**config.mk**
```make
export PLATFORM = sky130hd
export DESIGN_NAME = poly_mau_sched
export DESIGN_NICKNAME = d
export VERILOG_FILES = /design/src/rtl/poly_mau_sched.sv
export SDC_FILE = /design/constraint.sdc
export NUM_CORES = 1
export LEC_CHECK = 0
export CORE_ASPECT_RATIO = 1.25
export CORE_MARGIN = 2
export CORE_UTILIZATION = 60
export DETAILED_ROUTE_END_ITERATION = 16
export PLACE_DENSITY = 0.8
export SLEW_MARGIN = 20
export SYNTH_ARGS = -nofsm -noshare
export SYNTH_HDL_FRONTEND = slang
export SYNTH_SLANG_ARGS = --single-unit
```
**constraint.sdc**
```tcl
create_clock -name clk -period 3.5 [get_ports clk]
set_input_delay 0.875 -clock clk [delete_from_list [all_inputs] [get_ports clk]]
set_output_delay 0.875 -clock clk [all_outputs]
set_load 0.005 [all_outputs]
```
**src/rtl/poly_mau_sched.sv**
```systemverilog
// Burst sequencer for one POLY_MAU: issues buffered operand pairs, captures in-order results,
// and drives a scope trigger that spans exactly the active MAU window.
module poly_mau_sched #(
    parameter int DW    = 24,
    parameter int DEPTH = 8,
    parameter int AW    = 3,
    parameter int TMO   = 12
) (
    input  logic          clk,
    input  logic          rst_n,
    input  logic          wr_en,
    input  logic [AW-1:0] wr_addr,
    input  logic [DW-1:0] wr_a,
    input  logic [DW-1:0] wr_b,
    input  logic          start,
    input  logic [AW:0]   num,
    output logic          busy,
    output logic          done,
    output logic          err,
    output logic          trig,
    output logic          mau_enable,
    output logic [DW-1:0] mau_a,
    output logic [DW-1:0] mau_b,
    input  logic          mau_valid,
    input  logic [DW-1:0] mau_o0,
    input  logic [AW-1:0] rd_addr,
    output logic [DW-1:0] rd_data
);

    localparam int CW = $clog2(TMO + 1);

    typedef enum logic [1:0] {
        IDLE  = 2'd0,
        ISSUE = 2'd1,
        DRAIN = 2'd2,
        FIN   = 2'd3
    } state_t;

    state_t        state_r, state_s;
    logic [AW:0]   n_r, n_s;
    logic [AW:0]   issue_idx_r, issue_s;
    logic [AW:0]   rcv_idx_r, rcv_s, rcv_next_s;
    logic [CW-1:0] idle_cnt_r, cnt_s, cnt_inc_s;
    logic          busy_r, done_r, err_r, err_s, trig_r;
    logic          mau_enable_r, en_s;
    logic [DW-1:0] mau_a_r, mau_b_r, a_s, b_s;

    logic [DW-1:0] op_a_r [DEPTH];
    logic [DW-1:0] op_b_r [DEPTH];
    logic [DW-1:0] res_r  [DEPTH];

    logic          wr_ok_s, valid_ok_s, spurious_s, bypass_s;
    logic [AW:0]   num_clip_s;
    logic [AW-1:0] fetch_idx_s;
    logic [DW-1:0] op_a_s, op_b_s;

    // A valid is only accepted while a result is actually outstanding.
    assign wr_ok_s     = wr_en && (state_r == IDLE);
    assign valid_ok_s  = mau_valid && (state_r != IDLE) && (rcv_idx_r != issue_idx_r);
    assign spurious_s  = mau_valid && !valid_ok_s;
    assign rcv_next_s  = valid_ok_s ? (rcv_idx_r + (AW+1)'(1)) : rcv_idx_r;
    assign cnt_inc_s   = idle_cnt_r + CW'(1);
    assign num_clip_s  = (num > (AW+1)'(DEPTH)) ? (AW+1)'(DEPTH) : num;
    // The first pair is fetched in IDLE, so a same-cycle write must bypass the buffer.
    assign fetch_idx_s = (state_r == IDLE) ? '0 : issue_idx_r[AW-1:0];
    assign bypass_s    = wr_ok_s && (wr_addr == fetch_idx_s);
    assign op_a_s      = bypass_s ? wr_a : op_a_r[fetch_idx_s];
    assign op_b_s      = bypass_s ? wr_b : op_b_r[fetch_idx_s];

    // Next-state, counter and registered-output decode.
    always_comb begin
        state_s = state_r;
        n_s     = n_r;
        issue_s = issue_idx_r;
        rcv_s   = rcv_next_s;
        cnt_s   = valid_ok_s ? '0 : idle_cnt_r;
        err_s   = err_r | spurious_s;
        en_s    = 1'b0;
        a_s     = '0;
        b_s     = '0;
        case (state_r)
            IDLE: begin
                if (start) begin
                    n_s     = num_clip_s;
                    rcv_s   = '0;
                    cnt_s   = '0;
                    err_s   = spurious_s;
                    if (num_clip_s == '0) begin
                        issue_s = '0;
                        state_s = FIN;
                    end else begin
                        issue_s = (AW+1)'(1);
                        en_s    = 1'b1;
                        a_s     = op_a_s;
                        b_s     = op_b_s;
                        state_s = ISSUE;
                    end
                end else begin
                    state_s = IDLE;
                end
            end
            ISSUE: begin
                if (issue_idx_r < n_r) begin
                    issue_s = issue_idx_r + (AW+1)'(1);
                    en_s    = 1'b1;
                    a_s     = op_a_s;
                    b_s     = op_b_s;
                end else if (rcv_next_s == n_r) begin
                    state_s = FIN;
                end else begin
                    state_s = DRAIN;
                end
            end
            DRAIN: begin
                if (rcv_next_s == n_r) begin
                    state_s = FIN;
                end else if (!valid_ok_s && (cnt_inc_s == CW'(TMO))) begin
                    err_s   = 1'b1;
                    state_s = FIN;
                end else if (!valid_ok_s) begin
                    cnt_s = cnt_inc_s;
                end else begin
                    cnt_s = '0;
                end
            end
            FIN: begin
                state_s = IDLE;
            end
            default: begin
                state_s = IDLE;
            end
        endcase
    end

    // State, counters and registered outputs; trig follows the ISSUE/DRAIN window.
    always_ff @(posedge clk or negedge rst_n) begin
        if (!rst_n) begin
            state_r      <= IDLE;
            n_r          <= '0;
            issue_idx_r  <= '0;
            rcv_idx_r    <= '0;
            idle_cnt_r   <= '0;
            busy_r       <= 1'b0;
            done_r       <= 1'b0;
            err_r        <= 1'b0;
            trig_r       <= 1'b0;
            mau_enable_r <= 1'b0;
            mau_a_r      <= '0;
            mau_b_r      <= '0;
        end else begin
            state_r      <= state_s;
            n_r          <= n_s;
            issue_idx_r  <= issue_s;
            rcv_idx_r    <= rcv_s;
            idle_cnt_r   <= cnt_s;
            busy_r       <= (state_s != IDLE);
            done_r       <= (state_r == FIN);
            err_r        <= err_s;
            trig_r       <= (state_s == ISSUE) || (state_s == DRAIN);
            mau_enable_r <= en_s;
            mau_a_r      <= a_s;
            mau_b_r      <= b_s;
        end
    end

    // Operand buffer: writable only while idle.
    always_ff @(posedge clk or negedge rst_n) begin
        if (!rst_n) begin
            for (int i = 0; i < DEPTH; i++) begin
                op_a_r[i] <= '0;
                op_b_r[i] <= '0;
            end
        end else if (wr_ok_s) begin
            op_a_r[wr_addr] <= wr_a;
            op_b_r[wr_addr] <= wr_b;
        end
    end

    // Result buffer: written in arrival order, untouched entries persist.
    always_ff @(posedge clk or negedge rst_n) begin
        if (!rst_n) begin
            for (int i = 0; i < DEPTH; i++) begin
                res_r[i] <= '0;
            end
        end else if (valid_ok_s) begin
            res_r[rcv_idx_r[AW-1:0]] <= mau_o0;
        end
    end

    assign busy       = busy_r;
    assign done       = done_r;
    assign err        = err_r;
    assign trig       = trig_r;
    assign mau_enable = mau_enable_r;
    assign mau_a      = mau_a_r;
    assign mau_b      = mau_b_r;
    assign rd_data    = res_r[rd_addr];

endmodule

```
==> flow_summary_export.csv <==
group,metric,value,unit
floorplanning,floorplan.die.height,252,um
floorplanning,i_o_pin_cnt,164,
layout,mostFrequentLayoutCell,"sky130_fd_sc_hd__dfrtp_1",
floorplanning,die_w,202,um
setup_path,timing.critical_path.from_type,"primary input",
setup_path,crit-reg2reg-capture,"op_b_r[18]$_DFFE_PN0P_",
setup_path,critical_path_class,"in -> out",
synth,ys.flop_type,"sky130_fd_sc_hd__dfrtp_1",
global_routing,grt_pass1_vias,20200,
sta,unrepaired_setup_endpoints_after_global_routing,"no",
power,highest_ir_drop_seen_on_vdd,0.480,mV
sta,worstMarginPinSlew,0.893,ns
placement,numPlacedInstances,2966,
floorplanning,floorplan.rows,90,
setup_path,timing.rr.start,"state_r[0]$_DFF_PN0_",
cts,clockBufferDepth,3,
route,drt_pre_antenna_iters,5,
global_routing,grt_antenna_before_repair,7,
cts,cts.clk_slew.worst_paths,0.06,ns
layout,layout.cells.non_filler,3078,
route,ant_nets,0,
setup_path,cell_chain_critical_path,"clkbuf_4 > buf_12 > mux4_2 > mux2_2 > clkdlybuf4s50_1",
synth,proportion_of_synthesized_flip_flops_having_asynchronous_set_or_reset,100,%
synth,synth.yosys.seq_area_share,55.1,%
cts,postCtsSetupBuffers,0,
sta,final_hold_viol_count,0,
synth,number_of_flip_flops_and_latches_in_the_synthesized_netlist,647,
outcome,outcome,"complete, no violations",
floorplanning,design.die.area,50800,um2
sta,fin_worst_skew,0.0208,ns
synth,yosysWarnings,0,
layout,final.fill_count,3191,
cts,tritoncts,"done",
route,maxUsedRoutingLayer,"met5",
route,vias,19000,
cts,cts-htree-levels,2,
setup_path,cp_slowest_stage_delay,0.51,ns
setup_path,cp-endpoint,"rd_data[18]",
cts,cts_resized,0,
sta,layout_min_cycle_time,3.45,ns
hold_path,hold_path_class,"in -> async",
placement,place.detailed.hpwl,39700,um
synth,yosysTopAreaCell,"sky130_fd_sc_hd__dfrtp_1",
setup_path,worst-endpoint-required,2.62,ns
setup_path,timing.critical_path.fanout_max,12,
sta,fin_tns_setup,0,ns
cts,cts-root-buf,"sky130_fd_sc_hd__clkbuf_16",
sta,timing.max_slew.rel_slack,40.5,%
sta,setup_viol,0,
setup_path,worstPathBufferInverterCount,3,
layout,final_cell_mix,"sky130_fd_sc_hd__dfrtp_1 (646), sky130_fd_sc_hd__mux2_2 (581), sky130_fd_sc_hd__nand2_1 (213)",
cts,worstSkewPairLatency,0.62,ns
layout,drive_gt1_share,34.1,%
floorplanning,core_area,48300,um2
synth,yosys_top_cell_area_share,55.1,%
layout,area.growth.synth_to_final,16.1,%
route,finalWirelength,67200,um
sta,drv_slew,0,
synth,netlist-cell-type-count,55,
placement,io_buffers,163,
power,power.density_cell_area,844,nW/um2
route,viasPerCell,6.18,
route,route.met2.wl,34300,um
setup_path,critical_path_arrival,2.58,ns
synth,mappedNetlistNets,2349,
synth,synth-edff-count,0,
route,detailedRoute.firstIterationViolations,1014,
setup_path,worstSetupStartpoint,"rd_addr[0]",
global_routing,wire_length_of_the_first_global_routing_pass,108000,um
setup_path,crit_family,"buffers and inverters",
route,detail_route.wirelength.met1,28000,um
setup_path,worst-r2r-cell-count,5,
synth,postSynthAreaPerCell,13.0,um2
sta,period_share,98.7,%
setup_path,r2r_setup_slack,0.72,ns
cts,clk_sink_count,647,
synth,syn-cell-area,29400,um2
synth,yosys-top-cells-area,"sky130_fd_sc_hd__dfrtp_1 (55%), sky130_fd_sc_hd__mux2_2 (22%), sky130_fd_sc_hd__a211oi_1 (3.7%)",
cts,ctsHoldBuffers,0,
global_routing,pin_count_of_the_biggest_net_entering_global_routing,97,
route,routed_wire_length_per_instance,21.8,um
route,drc,0,
synth,synthCells,2254,
layout,nets,2481,
global_routing,globalRoute.totalOverflow,0,
placement,gpl.final_weighted_congestion,0.801,
global_routing,gr-usage-all-layers,26.8,%
setup_path,timing.critical_path.slowest_stage_cell,"sky130_fd_sc_hd__mux4_2",
cts,number_of_cts_inserted_buffers,61,
power,leakage_power,0.0150,uW
sta,achievable-frequency,289,MHz
run,cap_violations,0,
setup_path,cp_num_cells,5,
setup_path,critical_path.endpoint_type,"output port",
floorplanning,start_util,60.9,%
route,met3WireLength,3000,um
## state kept, by name, indices dropped and copies added, names as in the netlist
signal,flops
done,1
op_a_r,192
trig,1
busy,1
mau_b,24
res_r,192
mau_a,24
n_r,4
state_r,2
mau_enable,1
err,1
op_b_r,192
issue_idx_r,4
rcv_idx_r,4
idle_cnt_r,4
## Yosys cell counts (2+ instances only)
library cell	instances
sky130_fd_sc_hd__a2111oi_0	2
sky130_fd_sc_hd__a211oi_1	145
sky130_fd_sc_hd__a21oi_1	58
sky130_fd_sc_hd__a311oi_1	48
sky130_fd_sc_hd__a31oi_1	48
sky130_fd_sc_hd__and2_1	2
sky130_fd_sc_hd__and3_1	4
sky130_fd_sc_hd__buf_1	12
sky130_fd_sc_hd__buf_2	67
sky130_fd_sc_hd__buf_4	12
sky130_fd_sc_hd__clkbuf_1	77
sky130_fd_sc_hd__dfrtp_1	647
sky130_fd_sc_hd__ha_1	8
sky130_fd_sc_hd__inv_1	11
sky130_fd_sc_hd__mux2_1	20
sky130_fd_sc_hd__mux2_2	581
sky130_fd_sc_hd__mux2i_1	4
sky130_fd_sc_hd__mux4_2	48
sky130_fd_sc_hd__nand2_1	222
sky130_fd_sc_hd__nand2b_1	4
sky130_fd_sc_hd__nand3_1	5
sky130_fd_sc_hd__nand3b_1	4
sky130_fd_sc_hd__nand4_1	3
sky130_fd_sc_hd__nor2_1	67
sky130_fd_sc_hd__nor2b_1	99
sky130_fd_sc_hd__nor3_1	3
sky130_fd_sc_hd__nor3b_4	2
sky130_fd_sc_hd__o21ai_0	14
sky130_fd_sc_hd__o22a_1	2
sky130_fd_sc_hd__o22ai_1	2
sky130_fd_sc_hd__xnor2_1	6
sky130_fd_sc_hd__xor2_1	4
## worst min-delay path by stage
| stage | endpoint | start | cells after the start | slack [ns] |
|---|---|---|---|---|
| floorplan | res_r[75]$_DFFE_PN0P_ | res_r[75]$_DFFE_PN0P_ | 1 | 0.45 |
| global placement | res_r[81]$_DFFE_PN0P_ | res_r[81]$_DFFE_PN0P_ | 1 | 0.46 |
| detailed placement | res_r[88]$_DFFE_PN0P_ | res_r[88]$_DFFE_PN0P_ | 1 | 0.47 |
| CTS | res_r[89]$_DFFE_PN0P_ | rst_n | 1 | 0.23 |
| global route | res_r[89]$_DFFE_PN0P_ | rst_n | 1 | 0.26 |
| finish | res_r[89]$_DFFE_PN0P_ | rst_n | 1 | 0.24 |
## power by group
group / switching (uW) / internal, uW / leakage [uW]
Clock: 2810 / 3760 / 0.000991
Combinational: 4610 / 5220 / 0.00580
Sequential: 1710 / 10700 / 0.00818
Total: 9130 / 19700 / 0.0150
## cell families after synthesis
family	count (synthesis)	synth area share, %
AOI/OAI and AO/OA	334	8.01
xor gates and xnor gates	11	0.374
adders and majority gates	8	0.340
buffers and inverters	179	2.72
DFF	647	55.1
muxes	653	26.8
and+or+nand+nor	422	6.66
## metrics by stage
step	hold slack (ns)	utilization (%)	total power, uW	cell area (um2)	worst slack, ns
after floorplan	0.453	-	19000	29400	0.375
after global placement	0.464	66.5	21600	32100	0.0435
after detailed placement	0.472	66.5	22200	32100	0.0383
after CTS	0.226	70.6	28900	34100	0.0127
after global routing	0.261	70.7	30500	34100	0.0176
final	0.237	70.7	28800	34100	0.0456
## metal layers
layer  global-route usage [%]  vias to the layer above
met3                     4.64                      139
met5                        0                        -
met1                     34.2                     9972
met4                     8.26                       12
li1                         -                     8482
met2                     46.7                      431
## layout make-up
cell class	count	area, um2	area share [%]
antenna	1	2.50	0.00733
clock buffer	87	1790	5.23
clock inverter	23	216	0.634
inverter	11	41.3	0.121
multi-input combinational	1428	12500	36.5
sequential	647	16200	47.4
tap	644	806	2.36
timing repair buffer	237	2630	7.70
(Power assumes the default switching activity.)
